--- config.mk ---
export PLATFORM = sky130hd
export DESIGN_NAME = multdiv_scheduler
export DESIGN_NICKNAME = d
export VERILOG_FILES = /design/src/rtl/multdiv_scheduler.sv
export SDC_FILE = /design/constraint.sdc
export NUM_CORES = 1
export LEC_CHECK = 0
export BUFFER_PORTS_ARGS = -buffer_cell sky130_fd_sc_hd__buf_2
export CORE_MARGIN = 4
export CORE_UTILIZATION = 49
export CTS_BUF_LIST = sky130_fd_sc_hd__clkbuf_4
export DETAILED_ROUTE_END_ITERATION = 6
export GPL_TIMING_DRIVEN = 0
export PLACE_DENSITY = 0.85
export REMOVE_ABC_BUFFERS = 1
export SYNTH_ARGS = -nofsm -noshare
export SYNTH_HDL_FRONTEND = slang
export SYNTH_SLANG_ARGS = --single-unit
--- constraint.sdc ---
create_clock -name clock -period 2.22 [get_ports clock]
set_input_delay 0.111 -clock clock [delete_from_list [all_inputs] [get_ports clock]]
set_output_delay 0.111 -clock clock [all_outputs]
set_load 0.02 [all_outputs]
--- src/rtl/multdiv_scheduler.sv ---
`default_nettype none
// ============================================================================
// Module   : multdiv_scheduler
// Brief    : Issues one mult/div to the shared iterative unit and returns its
//            writeback (result or rstatus exception code); stalls X on hazards.
// Revision : 1.0 - initial release
// ============================================================================
module multdiv_scheduler #(
  parameter int LATENCY_MAX   = 40,
  parameter int RSTATUS_REG   = 30,
  parameter int MULT_EXC_CODE = 4,
  parameter int DIV_EXC_CODE  = 5
) (
  input  logic        clock,
  input  logic        reset_n,
  input  logic        x_valid,
  input  logic        x_is_mult,
  input  logic        x_is_div,
  input  logic [4:0]  x_rd,
  input  logic [4:0]  x_rs_a,
  input  logic [4:0]  x_rs_b,
  input  logic [31:0] x_op_a,
  input  logic [31:0] x_op_b,
  output logic        md_ctrl_mult,
  output logic        md_ctrl_div,
  output logic [31:0] md_a,
  output logic [31:0] md_b,
  input  logic [31:0] md_result,
  input  logic        md_exception,
  input  logic        md_ready,
  output logic        stall,
  output logic        wb_req,
  output logic [4:0]  wb_rd,
  output logic [31:0] wb_data,
  input  logic        wb_ack,
  output logic        busy,
  output logic        timeout_err
);

  localparam int CNT_W = $clog2(LATENCY_MAX + 1);

  localparam logic [1:0]       c_IDLE     = 2'd0;
  localparam logic [1:0]       c_START    = 2'd1;
  localparam logic [1:0]       c_RUN      = 2'd2;
  localparam logic [1:0]       c_DONE     = 2'd3;
  localparam logic [CNT_W-1:0] c_CNT_LAST = CNT_W'(LATENCY_MAX - 1);
  localparam logic [4:0]       c_RSTATUS  = 5'(RSTATUS_REG);
  localparam logic [31:0]      c_MULT_EXC = 32'(MULT_EXC_CODE);
  localparam logic [31:0]      c_DIV_EXC  = 32'(DIV_EXC_CODE);

  logic [1:0]       r_state;
  logic [1:0]       w_next_state;
  logic [31:0]      r_md_a;
  logic [31:0]      r_md_b;
  logic [4:0]       r_rd;
  logic             r_is_mult;
  logic [CNT_W-1:0] r_cnt;
  logic             r_exc;
  logic [4:0]       r_wb_rd;
  logic [31:0]      r_wb_data;
  logic             r_timeout_err;
  logic             w_accept;
  logic             w_timeout;

  assign w_accept  = x_valid & (x_is_mult | x_is_div);
  assign w_timeout = (r_cnt == c_CNT_LAST) & ~md_ready;

  always_ff @(posedge clock or negedge reset_n) begin
    if (!reset_n) r_state <= c_IDLE;
    else          r_state <= w_next_state;
  end

  always_comb begin
    w_next_state = r_state;
    case (r_state)
      c_IDLE:  if (w_accept) w_next_state = c_START;
      c_START: w_next_state = c_RUN;
      c_RUN: begin
        // A zero destination with no exception has nothing to write back.
        if (md_ready)       w_next_state = ((r_rd == 5'd0) && !md_exception) ? c_IDLE : c_DONE;
        else if (w_timeout) w_next_state = c_IDLE;
      end
      c_DONE:  if (wb_ack) w_next_state = c_IDLE;
      default: w_next_state = c_IDLE;
    endcase
  end

  always_comb begin
    md_ctrl_mult = (r_state == c_START) &  r_is_mult;
    md_ctrl_div  = (r_state == c_START) & ~r_is_mult;
    busy         = (r_state != c_IDLE);
    wb_req       = (r_state == c_DONE);
    stall        = x_valid & busy & (
                     (x_is_mult | x_is_div)
                   | ((r_rd != 5'd0) & ((x_rs_a == r_rd) | (x_rs_b == r_rd) | (x_rd == r_rd)))
                   | (r_exc & ((x_rs_a == c_RSTATUS) | (x_rs_b == c_RSTATUS) | (x_rd == c_RSTATUS))));
  end

  always_ff @(posedge clock or negedge reset_n) begin
    if (!reset_n) begin
      r_md_a        <= '0;
      r_md_b        <= '0;
      r_rd          <= '0;
      r_is_mult     <= 1'b0;
      r_cnt         <= '0;
      r_exc         <= 1'b0;
      r_wb_rd       <= '0;
      r_wb_data     <= '0;
      r_timeout_err <= 1'b0;
    end else begin
      case (r_state)
        c_IDLE: if (w_accept) begin
          r_md_a    <= x_op_a;
          r_md_b    <= x_op_b;
          r_rd      <= x_rd;
          r_is_mult <= x_is_mult;
        end
        c_START: begin
          r_cnt <= '0;
          r_exc <= 1'b0;
        end
        c_RUN: begin
          r_cnt <= r_cnt + 1'b1;
          if (md_ready) begin
            r_exc <= md_exception;
            if (md_exception) begin
              r_wb_rd   <= c_RSTATUS;
              r_wb_data <= r_is_mult ? c_MULT_EXC : c_DIV_EXC;
            end else begin
              r_wb_rd   <= r_rd;
              r_wb_data <= md_result;
            end
          end else if (w_timeout) begin
            r_timeout_err <= 1'b1;
          end
        end
        c_DONE: if (wb_ack) r_exc <= 1'b0;
        default: ;
      endcase
    end
  end

  assign md_a        = r_md_a;
  assign md_b        = r_md_b;
  assign wb_rd       = r_wb_rd;
  assign wb_data     = r_wb_data;
  assign timeout_err = r_timeout_err;

endmodule
`default_nettype wire

==> impl_metrics.env, run 1 <==
export IMPL_timing_final_crit_share_pct=98.4
export IMPL_reg2reg_setup_slack_ps=120
export IMPL_cp_arrival_ps=2070
export IMPL_r2r_end="md_b[19]"
export IMPL_combinationalPowerShare_pct=47.9
export IMPL_n_fill_cell=639
export IMPL_row_count=37
export IMPL_drc=0
export IMPL_cp_start_kind="flip-flop"
export IMPL_fin_total_pwr_mw=10.7
export IMPL_p_leak_nw=4.13
export IMPL_drtIter0Drc=240
export IMPL_yosys_warnings=0
export IMPL_tightest_slew_ps=724
export IMPL_hold_violations=0
export IMPL_synth_most_common_cell="dfrtp_1"
export IMPL_pre_cts_ws_ps=-45.5
export IMPL_antenna_found_initial=3
export IMPL_synthTopCellsByArea="dfrtp_1 (55%), mux2_4 (20%), o21ai_0 (4.3%)"
export IMPL_relSlewSlack_pct=51.7
export IMPL_outcome="complete, no violations"
export IMPL_drive_gt1_share_pct=45.8
export IMPL_cts_tree="yes"
export IMPL_worst_skew_pair_late_latency_ps=540
export IMPL_setup_viol=0
export IMPL_met1_length_um=5880
export IMPL_path_max_fanout=6
export IMPL_vias=4523
export IMPL_p_int_mw=6.36
export IMPL_clk_pin_slew_ps=110
export IMPL_postSynthAreaPerCell_um2=12.7
export IMPL_drt_wl_total_um=16900
export IMPL_hold_start="md_exception"
export IMPL_overflow=0
export IMPL_synth_edff_count=0
export IMPL_yosysSeqAreaShare_pct=55.4
export IMPL_ys_types=35
export IMPL_highest_signal_layer="met4"
export IMPL_drv_cap=0
export IMPL_grt_pass1_vias=4860
export IMPL_port_buffers=225
export IMPL_grt_max_degree=63
export IMPL_ctsHtreeMaxLevel=4
export IMPL_synth_top_area_share_pct=55.4
export IMPL_pin_count=226
export IMPL_pwr_density_cell_nw_per_um2=1350
export IMPL_cts_made_buffers=17
export IMPL_synth_async_reset_ratio_pct=100
export IMPL_fin_skew_ps=25.6
export IMPL_layout_nets=869
export IMPL_firstDrtPassIters=5
export IMPL_fp_dieH_um=112
export IMPL_cts_root_buf="clkbuf_4"
export IMPL_hold_path_end="wb_rd[2]"
export IMPL_initial_utilization_pct=50.8
export IMPL_dieArea_um2=12500
export IMPL_route_met2_wl_um=9450
export IMPL_ff2ff_path_depth=6
export IMPL_synth_seq_cells=117
export IMPL_cpLargestDelayFamily="simple AND/OR/NAND/NOR gates"
export IMPL_fmax_ghz=0.458
export IMPL_area_growth_pct=50.6
export IMPL_dp_hpwl_um=9850
export IMPL_syn_area_um2=5290
export IMPL_slew_viol_final=0
export IMPL_grt_pass1_wl_um=26400
export IMPL_clkSinkCount=117
export IMPL_ir_drop_v=0.000837
export IMPL_fin_hold_ws_ps=158
export IMPL_endpoint_kind="output pin"
export IMPL_yosys_area_top_type="dfrtp_1"
export IMPL_wl_per_cell_um=18.9
export IMPL_clock_tree_buffer_depth=2
export IMPL_seq_power_share_pct=35.8
export IMPL_p_clk_share_pct=16.3
export IMPL_dieWidth_um=112
export IMPL_hold_path_depth=3
export IMPL_critPathSlowestCell="or4_4"
export IMPL_gp_congestion=0.819
export IMPL_crit_path_cell_trace="or4_4 -> o22ai_1 -> a311oi_1 -> buf_2"
export IMPL_core_um2=10400
export IMPL_worstPathRequired_ps=2110
export IMPL_synthTopCellsByCount="dfrtp_1 (117), mux2_4 (70), nand2_1 (45), o21ai_0 (45), nand2b_1 (31)"
export IMPL_path_buf_inv=1
export IMPL_period_needed_ps=2180
export IMPL_wl_met3_um=968
export IMPL_rsz0062_at_grt="yes"
export IMPL_min_path_type="input port to flip-flop"
export IMPL_worst_slack_ps=36.3
export IMPL_worstReg2RegStart="r_state[1]"
export IMPL_sw_frac_of_total_pct=40.6
export IMPL_synth_top_flop_cell="dfrtp_1"
export IMPL_grtUsageTotal_pct=27.1
export IMPL_switchingPower_mw=4.35
export IMPL_final_antenna_net_count=0
export IMPL_critPathKind="flip-flop to output pin"
export IMPL_syn_inst=415
export IMPL_viasPerCell=5.04
export IMPL_cpPeakStageDelay_ps=580
export IMPL_tns_ps=0
## repair_timing
| action | CTS | global route |
|---|---|---|
| endpoints found under the setup margin | 36 | 20 |
| cloned | 1 | 0 |
| hold endpoints to repair | 161 | 0 |
| setup buffers | 0 | 4 |
| hold buffers | 105 | 0 |
| resized for setup | 4 | 8 |
| pin swaps | 1 | 7 |
## worst max path at each step
stage                           from  cells after the start  endpoint
after detailed placement  r_state[0]                      6  md_b[26]
after global routing         r_rd[1]                      6     stall
after CTS                    r_rd[0]                      4     stall
final                        r_rd[0]                      4     stall
after floorplan           r_state[0]                      5   md_a[0]
after global placement    r_state[0]                      5   md_b[3]
## per-layer routing
metal	up-vias	GRT usage, %
met5	-	0
met4	0	12.6
met3	52	6.96
met2	203	51.0
met1	2203	27.9
li1	2065	-
## placed cells by master (no fill, tap or decap), types with 2 or more instances in the layout
master / synthesis / routed
nand2b_1: 31 / 31
dlygate4sd3_1: 0 / 105
o21ai_0: 45 / 45
buf_2: 6 / 224
o22ai_1: 2 / 2
buf_4: 1 / 3
nand2_1: 45 / 44
xnor2_2: 0 / 3
a21oi_1: 2 / 2
a31oi_1: 2 / 2
diode_2: 0 / 4
buf_16: 0 / 2
mux2_4: 70 / 70
clkinv_1: 0 / 2
buf_6: 8 / 2
clkinv_4: 0 / 5
nor2_1: 12 / 12
ha_1: 5 / 5
nand4_1: 5 / 5
nor2b_1: 4 / 4
inv_1: 8 / 8
xnor2_1: 13 / 10
dfrtp_2: 0 / 4
xor2_1: 3 / 2
nand3_1: 8 / 8
o31ai_1: 2 / 2
bufinv_16: 0 / 4
clkbuf_4: 0 / 18
dfrtp_1: 117 / 113
## final cells by class
class                      instances  area (um^2)  share of cell area (%)
antenna                            4         10.0                   0.126
multi-input combinational        263         2200                    27.7
inverter                           9         33.8                   0.424
tap                              136          170                    2.14
timing repair buffer             337         2290                    28.8
sequential                       117         2930                    36.8
clock buffer                      18          135                    1.70
clock inverter                    13          184                    2.31
## worst register-to-register path, delay by kind of cell, from the launching register on
| kind | cells | cell delay [ps] |
|---|---|---|
| buffers and inverters | 3 | 520 |
| flip-flops | 1 | 450 |
| AND/OR/NAND/NOR | 1 | 400 |
| multiplexers | 1 | 400 |
| adder cells (fa/ha/maj) | 1 | 250 |
## logic make-up (layout without fill, tap and decap cells)
| group | after synthesis | after routing | synth area share [%] |
|---|---|---|---|
| muxes | 71 | 71 | 20.1 |
| DFF | 117 | 117 | 55.4 |
| other | 0 | 4 | 0 |
| and+or+nand+nor | 112 | 113 | 10.4 |
| AOI/OAI and AO/OA | 58 | 58 | 6.39 |
| buffers and inverters | 36 | 377 | 3.90 |
| xor gates and xnor gates | 16 | 16 | 2.65 |
| adders and majority gates | 5 | 5 | 1.18 |
## stage by stage
step	utilization, %	std cells	instance area [um^2]
2_1_floorplan	-	388	5110
3_3_place_gp	61.5	749	6410
3_5_place_dp	62.3	752	6490
4_1_cts	75.7	889	7880
5_1_grt	76.4	896	7960
6_report	76.4	897	7960
## registers in the layout, indices dropped and copies added, names as in the netlist
name         cells
md_b            32
r_exc            1
timeout_err      1
r_rd             5
r_state          2
wb_rd            5
r_is_mult        1
md_a            32
wb_data         32
r_cnt            6
## power groups by stage
stage	registers, mW	logic, mW	clock network, mW
4_1_cts	3.75	4.93	1.75
3_5_place_dp	3.79	4.73	0
5_1_grt	3.94	5.44	1.87
6_report	3.83	5.13	1.75
2_1_floorplan	4.81	2.13	0
3_3_place_gp	3.70	4.68	0
Note: power is estimated with default switching activity, not from simulation.
==> inputs of run 2 (changes only) <==
Settings changed: HOLD_SLACK_MARGIN set to 0.02, PLACE_DENSITY 0.85 to 0.82, SETUP_SLACK_MARGIN set to 0.5.
==> run 2 against run 1 <==
  * Die area stayed put
  * Clock skew decreased by 3.1 ps
  * Critical endpoint unchanged
  * Critical path depth did not move
  * Largest cell class unchanged
  * Register-to-register slack improved by 300 ps
  * Worst hold slack improved by 15 ps
  * Fmax is 2.8% higher
  * Worst setup slack improved by 60 ps
  * Flip-flop and latch count stayed put
  * Via count up 0.13%
==> impl_metrics.env, run 2 (synthesis gave the netlist of run 1 again) <==
export IMPL_hold_violations=0
export IMPL_timing_final_crit_share_pct=95.7
export IMPL_ir_drop_v=0.000807
export IMPL_worst_skew_pair_late_latency_ps=520
export IMPL_crit_path_cell_trace="or4_4 -> o22ai_2 -> a311oi_2 -> buf_4"
export IMPL_firstDrtPassIters=5
export IMPL_rsz0062_at_grt="yes"
export IMPL_drive_gt1_share_pct=46.8
export IMPL_critPathKind="flip-flop to output pin"
export IMPL_seq_power_share_pct=34.7
export IMPL_clk_pin_slew_ps=90
export IMPL_drc=0
export IMPL_antenna_found_initial=1
export IMPL_cts_made_buffers=17
export IMPL_n_fill_cell=635
export IMPL_r2r_end="r_state[1]"
export IMPL_overflow=0
export IMPL_stdcell_area_um2=8100
export IMPL_final_antenna_net_count=0
export IMPL_dieWidth_um=112
export IMPL_pre_cts_ws_ps=-30.1
export IMPL_ctsHtreeMaxLevel=4
export IMPL_min_path_type="input port to flip-flop"
export IMPL_worstReg2RegStart="r_state[1]"
export IMPL_critPathSlowestCell="or4_4"
export IMPL_slew_viol_final=0
export IMPL_path_buf_inv=1
export IMPL_core_um2=10400
export IMPL_instances_no_fill=898
export IMPL_worst_slack_ps=96.1
export IMPL_hold_start="md_exception"
export IMPL_wl_per_cell_um=18.9
export IMPL_drt_wl_total_um=17000
export IMPL_tightest_slew_ps=786
export IMPL_combinationalPowerShare_pct=48.4
export IMPL_relSlewSlack_pct=47.6
export IMPL_reg2reg_setup_slack_ps=420
export IMPL_grt_max_degree=63
export IMPL_grtUsageTotal_pct=27.4
export IMPL_grt_pass1_vias=5082
export IMPL_cp_arrival_ps=2010
export IMPL_p_int_mw=6.70
export IMPL_cpLargestDelayFamily="simple AND/OR/NAND/NOR gates"
export IMPL_p_clk_share_pct=16.9
export IMPL_area_growth_pct=53.1
export IMPL_drv_cap=0
export IMPL_layout_nets=874
export IMPL_fin_hold_ws_ps=174
export IMPL_hold_path_depth=3
export IMPL_vias=4529
export IMPL_outcome="complete, no violations"
export IMPL_path_max_fanout=6
export IMPL_cts_root_buf="clkbuf_4"
export IMPL_fp_dieH_um=112
export IMPL_row_count=37
export IMPL_ff2ff_path_depth=6
export IMPL_clkSinkCount=117
export IMPL_drtIter0Drc=287
export IMPL_hold_path_end="r_exc"
export IMPL_setup_viol=0
export IMPL_grt_pass1_wl_um=26600
export IMPL_fin_skew_ps=22.5
export IMPL_cpPeakStageDelay_ps=580
export IMPL_cts_tree="yes"
export IMPL_period_needed_ps=2120
export IMPL_sw_frac_of_total_pct=39.5
export IMPL_clock_tree_buffer_depth=2
export IMPL_final_common_cell="buf_2"
export IMPL_dieArea_um2=12500
export IMPL_endpoint_kind="output pin"
export IMPL_cp_start_kind="flip-flop"
export IMPL_finish_utilization_pct=77.7
export IMPL_initial_utilization_pct=50.8
export IMPL_placed_cells=752
export IMPL_post_dp_cell_area_um2=6490
export IMPL_worstPathRequired_ps=2110
export IMPL_p_leak_nw=4.17
export IMPL_fmax_ghz=0.471
export IMPL_pin_count=226
export IMPL_viasPerCell=5.04
export IMPL_port_buffers=225
export IMPL_layout_common_cells="buf_2 (222), dfrtp_1 (113), dlygate4sd3_1 (105), mux2_4 (70), o21ai_0 (45)"
export IMPL_pwr_density_cell_nw_per_um2=1370
export IMPL_gp_congestion=0.839
export IMPL_path_depth=4
export IMPL_dp_hpwl_um=9590
export IMPL_switchingPower_mw=4.36
run 2: how the worst max path moves through the flow:
stage,from,end,slack [ps]
after global routing,r_rd[0],stall,-30
final,r_rd[4],stall,100
after global placement,r_state[0],md_a[28],-2120
after CTS,r_rd[1],stall,60
after floorplan,r_state[0],md_a[0],-1570
after detailed placement,r_state[0],md_a[11],-30
run 2: worst reg2reg max path, stage by stage, from the launching register on:
cell	delay [ps]
dfrtp_1	420
buf_4	150
ha_4	200
nor2b_1	160
a221oi_2	390
a21oi_1	160
a31oi_1	230
run 2: what timing repair did:
| action | in CTS | in global routing |
|---|---|---|
| gates cloned | 2 | 0 |
| pin swaps | 5 | 4 |
| hold buffers | 105 | 0 |
| resized for setup | 17 | 12 |
| buffers inserted | 8 | 0 |
| endpoints found under the setup margin | 106 | 29 |
| hold endpoints to repair | 164 | 0 |
run 2: power by group through the flow:
| stage | Combinational [mW] | Clock [mW] | Sequential [mW] |
|---|---|---|---|
| 2_1_floorplan | 2.13 | 0 | 4.81 |
| 3_3_place_gp | 4.68 | 0 | 3.70 |
| 3_5_place_dp | 4.71 | 0 | 3.80 |
| 4_1_cts | 5.17 | 1.90 | 3.74 |
| 5_1_grt | 5.68 | 2.01 | 3.94 |
| 6_report | 5.35 | 1.87 | 3.84 |
run 2: final cells by class:
class / instances / area, um^2 / share of cell area [%]
well taps: 136 / 170 / 2.10
inverters: 9 / 33.8 / 0.417
repair buffers: 342 / 2370 / 29.3
diodes: 1 / 2.50 / 0.0309
flip-flops and latches: 117 / 2930 / 36.2
clock buffers: 17 / 128 / 1.58
multi-input cells: 263 / 2250 / 27.7
clock inverters: 13 / 213 / 2.63
run 2: layer usage:
layer  vias to the layer above  global-route usage (%)  wire, um
met2                       197                    51.2      9350
met3                        55                    6.96       874
met4                         0                    13.9       745
met1                      2201                    28.1      6030
met5                         -                       0         0
li1                       2076                       -         -
run 2: metrics by stage:
stage	total power [mW]	TNS (ps)
final	11.1	0
after global routing	11.6	-28.0
after CTS	10.8	0
after detailed placement	8.51	-639
after global placement	8.38	-195950
after floorplan	6.94	-109990
